`src/rtl/ex_alu_unit.sv`:
```
// ex_alu_unit: registered RV32I execute-stage ALU with valid/ready in, stall/flush out.
// Define SERIAL_SHIFT_EN for an iterative 1-bit-per-cycle shifter instead of a barrel.
module ex_alu_unit #(
  parameter int XLEN = 32
) (
  input  logic            clk,
  input  logic            reset,
  input  logic            in_valid,
  output logic            in_ready,
  input  logic [3:0]      alu_ctrl,
  input  logic [XLEN-1:0] src_a,
  input  logic [XLEN-1:0] src_b,
  input  logic [4:0]      in_rd,
  input  logic            stall,
  input  logic            flush,
  output logic            out_valid,
  output logic [XLEN-1:0] out_result,
  output logic [4:0]      out_rd,
  output logic            out_zero
);

  typedef enum logic {IDLE, SHIFT} state_t;

  state_t          state_q;
  state_t          state_d;
  logic            accept;
  logic            can_load;
  logic [4:0]      shamt;
  logic [XLEN-1:0] res;
  logic            cmp_valid;
  logic [XLEN-1:0] cmp_result;
  logic [4:0]      cmp_rd;

  assign shamt    = src_b[4:0];
  assign can_load = ~out_valid | ~stall;
  assign in_ready = (state_q == IDLE) & can_load & ~flush;
  assign accept   = in_valid & in_ready;

  // Single-cycle result for every code; reserved codes yield zero.
  always_comb begin
    res = '0;
    unique case (alu_ctrl)
      4'b0000: res = src_a + src_b;
      4'b0001: res = src_a + ~src_b + 1'b1;
      4'b0010: res = src_a & src_b;
      4'b0011: res = src_a | src_b;
      4'b0100: res = src_a ^ src_b;
      4'b0101: res = src_a << shamt;
      4'b0110: res = src_a >> shamt;
      4'b0111: res = $signed(src_a) >>> shamt;
      4'b1000: res = {{(XLEN-1){1'b0}},
                      $signed(src_a) < $signed(src_b)};
      4'b1001: res = {{(XLEN-1){1'b0}},
                      src_a < src_b};
      default: res = '0;
    endcase
  end

`ifdef SERIAL_SHIFT_EN
  logic [XLEN-1:0] work_q;
  logic [XLEN-1:0] work_d;
  logic [XLEN-1:0] step;
  logic [4:0]      cnt_q;
  logic [4:0]      cnt_d;
  logic [1:0]      sop_q;
  logic [1:0]      sop_d;
  logic [4:0]      rd_q;
  logic [4:0]      rd_d;
  logic            is_shift;
  logic            go;
  logic            done;

  assign is_shift = (alu_ctrl == 4'b0101) |
                    (alu_ctrl == 4'b0110) |
                    (alu_ctrl == 4'b0111);

  // One-bit step of the working register; low ctrl bits pick the shift kind.
  always_comb begin
    step = work_q;
    unique case (sop_q)
      2'b01:   step = work_q << 1;
      2'b10:   step = work_q >> 1;
      default: step = {work_q[XLEN-1], work_q[XLEN-1:1]};
    endcase
  end

  // Next state: launch nonzero shifts, count down, finish when output is free.
  always_comb begin
    state_d = state_q;
    work_d  = work_q;
    cnt_d   = cnt_q;
    sop_d   = sop_q;
    rd_d    = rd_q;
    go      = 1'b0;
    done    = 1'b0;
    if (flush) begin
      state_d = IDLE;
      cnt_d   = '0;
    end else begin
      unique case (state_q)
        IDLE: begin
          if (accept && is_shift && shamt != 5'd0) begin
            go      = 1'b1;
            state_d = SHIFT;
            work_d  = src_a;
            cnt_d   = shamt;
            sop_d   = alu_ctrl[1:0];
            rd_d    = in_rd;
          end
        end
        SHIFT: begin
          if (cnt_q == 5'd1) begin
            if (can_load) begin
              done    = 1'b1;
              state_d = IDLE;
              cnt_d   = '0;
              work_d  = step;
            end
          end else begin
            work_d = step;
            cnt_d  = cnt_q - 5'd1;
          end
        end
        default: state_d = IDLE;
      endcase
    end
  end

  // Iterative shifter working registers.
  always_ff @(posedge clk) begin
    if (reset) begin
      work_q <= '0;
      cnt_q  <= '0;
      sop_q  <= '0;
      rd_q   <= '0;
    end else begin
      work_q <= work_d;
      cnt_q  <= cnt_d;
      sop_q  <= sop_d;
      rd_q   <= rd_d;
    end
  end

  assign cmp_valid  = (accept & ~go) | done;
  assign cmp_result = done ? step : res;
  assign cmp_rd     = done ? rd_q : in_rd;
`else
  // Barrel shifter covers every op, so the machine never leaves IDLE.
  always_comb begin
    state_d = IDLE;
  end

  assign cmp_valid  = accept;
  assign cmp_result = res;
  assign cmp_rd     = in_rd;
`endif

  // State register.
  always_ff @(posedge clk) begin
    if (reset) state_q <= IDLE;
    else       state_q <= state_d;
  end

  // Output register: flush kills, completion loads, drain clears.
  always_ff @(posedge clk) begin
    if (reset) begin
      out_valid  <= 1'b0;
      out_result <= '0;
      out_rd     <= '0;
      out_zero   <= 1'b0;
    end else if (flush) begin
      out_valid <= 1'b0;
    end else if (cmp_valid) begin
      out_valid  <= 1'b1;
      out_result <= cmp_result;
      out_rd     <= cmp_rd;
      out_zero   <= (cmp_result == '0);
    end else if (!stall) begin
      out_valid <= 1'b0;
    end
  end

endmodule

```
`config.mk`:
```
export PLATFORM = sky130hd
export DESIGN_NAME = ex_alu_unit
export DESIGN_NICKNAME = d
export VERILOG_FILES = /design/src/rtl/ex_alu_unit.sv
export SDC_FILE = /design/constraint.sdc
export NUM_CORES = 1
export LEC_CHECK = 0
export ABC_AREA = 1
export BUFFER_PORTS_ARGS = -buffer_cell sky130_fd_sc_hd__buf_4
export CAP_MARGIN = 40
export CORE_UTILIZATION = 25
export DETAILED_ROUTE_END_ITERATION = 8
export GPL_ROUTABILITY_DRIVEN = 0
export GPL_TIMING_DRIVEN = 1
export SYNTH_ARGS = -nofsm -noshare
export SYNTH_HDL_FRONTEND = slang
export SYNTH_SLANG_ARGS = --single-unit
```
`constraint.sdc`:
```
create_clock -name clk -period 2.6 [get_ports clk]
set_input_delay 0.26 -clock clk [delete_from_list [all_inputs] [get_ports clk]]
set_output_delay 0.26 -clock clk [all_outputs]
set_load 0.02 [all_outputs]
```
# [Word level (Yosys, flattened, before mapping)]
# Cells that the tools add are included.
[op_classes] addsub=3 magnitude_cmp=2 muxes=3 reduce_logical=4 shifts=3 n_bitwise=10 eq_ne=10
[op_table] operator="one-hot mux 32 bit (10 select lines)" count=1
[op_table] operator="adder 32 bit" count=2
[op_table] operator="< comparator 32 bit" count=2
[op_table] operator="adder 32 x 1 -> 32 bit, second input constant" count=1
[op_table] operator="bitwise AND 32 bit" count=1
[op_table] operator="logical NOT 32 bit" count=1
[op_table] operator="inverter 32 bit" count=1
[op_table] operator="OR 32 bit" count=1
[op_table] operator="<< shifter 32 x 5 -> 32 bit" count=1
[op_table] operator="right shift 32 x 5 -> 32 bit" count=1
[op_table] operator=">>> shifter 32 x 5 -> 32 bit" count=1
[op_table] operator="XOR 32 bit" count=1
[op_table] operator="== test 4 x 3 -> 1 bit, second input constant" count=4
[op_table] operator="== test 4 x 2 -> 1 bit, second input constant" count=2
[op_table] operator="== test 4 bit, second input constant" count=2
[op_table] operator="== test 4 x 1 -> 1 bit, second input constant" count=1
[op_table] operator="logical NOT 4 bit" count=1
[op_table] operator="inverter 1 bit" count=3
[op_table] operator="bitwise AND 1 bit" count=2
[op_table] operator="two-way mux 1 bit" count=2
[op_table] operator="!= test 2 x 1 -> 1 bit, second input constant" count=1
[op_table] operator="AND reduction 2 bit" count=1
[op_table] operator="OR reduction 2 bit" count=1
[op_table] operator="OR 1 bit" count=1
[totals] regBits=39 word_cells=39 inputBits=78 out_inout_bits=40

# [Depth between registers and ports, before layout]
[logic_depth] depth_word=5 depth_mapped=25 depth_no_buf=22

# [Worst setup path after synthesis]
# No wires, ideal clock.
[synth_path] path_type="input-to-reg" from="input src_b[4]" to="register out_zero" arrival_ns=2.710 t_required_ns=2.530 setup_ns=0.070 path_stages=21 slack_ns=-0.179 cell_sequence="buf_2 -> inv_1 -> buf_2 -> buf_1 -> ha_1 -> buf_6 -> nor2_2 -> nand3_1 -> nand3_2 -> nand2_1 -> a21oi_1 -> nor2_1 -> nor2_1 -> nand2_1 -> nor2_1 -> nand2_1 -> nor2_1 -> nand3_1 -> nor2_1 -> nand3_1 -> a21oi_1"
[synth_between] elab_chain_cells=5 elab_cells_between_ends=14 classes_between="3 x add/sub; 2 x order compare; 3 x shift; 1 x mux; 4 x bitwise; 1 x reduce/logical"
[synth_lines] item="start, declared" line="12" text="input logic [XLEN-1:0] src_b,"
[synth_lines] item="inverter 32 bit" line="44" text="4'b0001: res = src_a + ~src_b + 1'b1;"
[synth_lines] item="adder 32 bit" line="44"
[synth_lines] item="adder 32 x 1 -> 32 bit" line="44"
[synth_lines] item="one-hot mux 32 bit (10 select lines) (*)" line="42" text="unique case (alu_ctrl)"
[synth_lines] item="logical NOT 32 bit (*)" line="177" text="out_zero <= (cmp_result == '0);"
[synth_lines] item="end signal, assigned" line="177"
[synth_lines] item="end, declared" line="19" text="output logic out_zero"
# Mark *: on every way between the ends. The rest lies on a longest branch, timed or not.
# A chain may end at the register's enable or synchronous reset.

# [Worst setup path after layout]
[layout_path] from="input src_b[3]" to="register out_zero"
# Same word-level chain as after synthesis.

==> impl_metrics.csv <==
group,metric,value,unit
status,status,"completed",
clock_network,cts_tree,"built",
die,std_cell_rows,78,
clock_network,cts.sinks,39,
critical_path,reg2reg_slack,0.95,ns
critical_path,reg2reg_depth,9,
final_layout,drive_above_1_share,26.56,%
power_and_ir_drop,p_leak,8.552,nW
detailed_routing,final_antenna_net_count,0,
clock_network,clkTransAtPathRegs,0.05,ns
grt,grt_overflow,0,
placed_design,portBuffers,117,
yosys,synth-edff-count,0,
yosys,synthCells,2172,
power_and_ir_drop,p_per_area,281.2,nW/um^2
placed_design,dp_hpwl,49.01,mm
grt,grt_most_used_layer,"met2",
detailed_routing,vias_per_cell,5.261,
sta,hold_viol,0,
die,die_h,216.1,um
sta,fin_crit_sh,96.31,%
critical_path,end_kind,"flop",
power_and_ir_drop,finalPower,4.524,mW
yosys,synthArstFlopShare,0,%
detailed_routing,drc,0,
sta,min_period,2.504,ns
critical_path,worstPathRequired,2.81,ns
grt,grt_pass1_vias,15280,
sta,whs,0.2092,ns
yosys,postSynthNetCount,2351,
critical_path,startpoint,"src_b[3]",
clock_network,clock_latency,0.27,ns
sta,finClkSkew,0.001375,ns
sta,tightest_slew,0.6473,ns
grt,grt_use_total,23.97,%
final_layout,fin_cells,3180,
placed_design,place_area,15490,um^2
yosys,ys_ff_latch,39,
die,coreArea,45280,um^2
critical_path,startpoint_type,"input port",
worst_hold_path,hold_path_class,"input port to flop",
detailed_routing,wl_per_cell,18.43,um
critical_path,cp_max_fo,4,
critical_path,rr_startpoint,"out_valid$_SDFFE_PP0P_",
sta,finalSetupViolCount,0,
grt,use_met2,39.26,%
final_layout,syn_to_final_growth,40.43,%
yosys,synth_area_per_cell,5.275,um^2
final_layout,final_nets,2758,
grt,antenna_found_initial,1,
die,initial_utilization,25.30,%
grt,met1_usage,30.88,%
detailed_routing,drtIter0Drc,1928,
critical_path,path_class,"input port to flop",
yosys,ys_warn_count,0,
critical_path,arrival,2.71,ns
grt,grt_max_degree,70,
placed_design,place_inst,3168,
power_and_ir_drop,ir_drop,0.2571,mV
clock_network,cts_root_buffer,"clkbuf_16",
detailed_routing,wl,58.61,mm
job,drv_cap,0,
yosys,synth_ff_type,"dfxtp_1",
die,die_w,216.1,um
sta,slew_violations,0,
detailed_routing,drt-pass1-iter-count,7,
grt,grt_pass1_wl,86.92,mm
final_layout,fin_area,16090,um^2
critical_path,crit_end,"out_zero$_SDFFE_PP0P_",
yosys,synth_cell_types,44,
detailed_routing,vias,16730,
sta,relSlewSlack,56.80,%
sta,fmax,399.4,MHz
critical_path,reg2reg_to,"out_result[0]$_SDFFE_PP0P_",
grt,grtUsageMet3,2.428,%
clock_network,clock_path_buffers,2,
clock_network,cts_made_buffers,5,
yosys,netlist_area,11460,um^2
clock_network,h-tree-depth,2,
yosys,ys_seq_area_share,6.814,%
final_layout,post-route-util,35.53,%
die,io_pins,118,
die,die-area,46690,um^2
where the power goes:
part	internal, mW	switching [mW]
Combinational	1.33	1.95
Sequential	0.637	0.0218
Clock	0.374	0.219
repair_timing:
item / CTS / global route
resized for setup: 5 / 98
endpoints found under the setup margin: 2 / 7
hold buffers: 0 / 0
buffers inserted: 1 / 3
pin swaps: 0 / 16
metal layers:
layer  part of all wire, %  wire length, um
met5                     0                0
met2                    45            26310
met4                   6.1             3561
met3                   9.6             5643
met1                    39            23090
Yosys cell counts (19+ instances only):
master | n | area [um^2]
o21ai_0 | 62 | 310.3
buf_2 | 41 | 205.2
nor3_1 | 24 | 120.1
a21oi_1 | 108 | 540.5
inv_1 | 219 | 822.0
clkbuf_1 | 28 | 105.1
nand4_1 | 33 | 206.5
dfxtp_1 | 39 | 780.8
ha_1 | 99 | 1239
nand2_2 | 20 | 125.1
nor2_1 | 218 | 818.3
inv_2 | 19 | 71.32
o211ai_1 | 22 | 165.2
nand2_1 | 613 | 2301
o22ai_1 | 22 | 137.6
nand3_1 | 468 | 2342
final cells by class:
class | count | area [um^2]
fillers | 5074 | 29190
multi-input cells | 1790 | 9582
repair buffers | 502 | 3923
inverters | 241 | 907.1
flip-flops and latches | 39 | 780.7
well taps | 600 | 750.7
clock buffers | 6 | 138.9
clock inverters | 1 | 5.005
diodes | 1 | 2.502
through the flow:
| stage | setup WS, ns | TNS, ns |
|---|---|---|
| 6_report | 0.09594 | 0 |
| 5_1_grt | -0.06073 | -0.06073 |
| 4_1_cts | 0.006343 | 0 |
| 3_5_place_dp | -0.3845 | -1.152 |
| 3_3_place_gp | -0.3561 | -1.081 |
| 2_1_floorplan | 0.004756 | 0 |
worst max-delay path, stage by stage:
cell,delay [ns]
buf_4,0.11
buf_4,0.12
ha_1,0.25
a21oi_2,0.11
buf_4,0.15
o21bai_1,0.19
inv_1,0.08
nand2_1,0.08
nand2_1,0.06
nand3_1,0.13
nand4_1,0.25
nor2_2,0.22
nand2_1,0.08
nor2_1,0.11
nand3_2,0.15
nor2_2,0.13
nand3_1,0.09
a21oi_1,0.12
layout by cell type (no fill, tap or decap), types with 5 or more instances in the layout:
| cell type | netlist | layout |
|---|---|---|
| ha_4 | 0 | 13 |
| clkbuf_16 | 0 | 5 |
| nor2_4 | 0 | 6 |
| buf_12 | 2 | 12 |
| nand3_2 | 11 | 17 |
| o21ai_0 | 62 | 58 |
| o211ai_1 | 22 | 22 |
| nand4_1 | 33 | 33 |
| a21oi_2 | 3 | 12 |
| nand3_1 | 468 | 461 |
| nand2_4 | 18 | 18 |
| inv_1 | 219 | 217 |
| inv_2 | 19 | 22 |
| o21ai_1 | 7 | 10 |
| buf_4 | 13 | 489 |
| nor3_1 | 24 | 21 |
| a21oi_1 | 108 | 97 |
| dfxtp_1 | 39 | 39 |
| o22ai_1 | 22 | 22 |
| ha_1 | 99 | 79 |
| nor2_2 | 13 | 26 |
| ha_2 | 0 | 7 |
| o21bai_1 | 15 | 14 |
| and2_1 | 6 | 6 |
| nor2_1 | 218 | 199 |
| nand2_2 | 20 | 34 |
| or2_2 | 5 | 5 |
| nand2_1 | 613 | 599 |
registers in the layout, summed over array words and instances, names as in the netlist:
register and count:
out_valid 1, out_zero 1, out_result 32, out_rd 5
cells by family after synthesis:
logic type | share of synthesized area [%]
buf+inv | 13.27
simple gates | 56.00
fa+ha+maj | 11.16
compound gates | 12.76
flops | 6.814
worst min path at each step:
| stage | slack, ns | endpoint | cells past startpoint | start |
|---|---|---|---|---|
| 6_report | 0.21 | out_valid$_SDFFE_PP0P_ | 3 | in_valid |
| 5_1_grt | 0.22 | out_rd[4]$_SDFFE_PP0P_ | 2 | reset |
| 3_5_place_dp | 0.46 | out_rd[4]$_SDFFE_PP0P_ | 2 | out_rd[4]$_SDFFE_PP0P_ |
| 2_1_floorplan | 0.39 | out_valid$_SDFFE_PP0P_ | 2 | in_valid |
| 4_1_cts | 0.21 | out_valid$_SDFFE_PP0P_ | 3 | in_valid |
| 3_3_place_gp | 0.45 | out_rd[0]$_SDFFE_PP0P_ | 2 | out_rd[0]$_SDFFE_PP0P_ |
No activity file was read; power rests on OpenSTA's default activity.
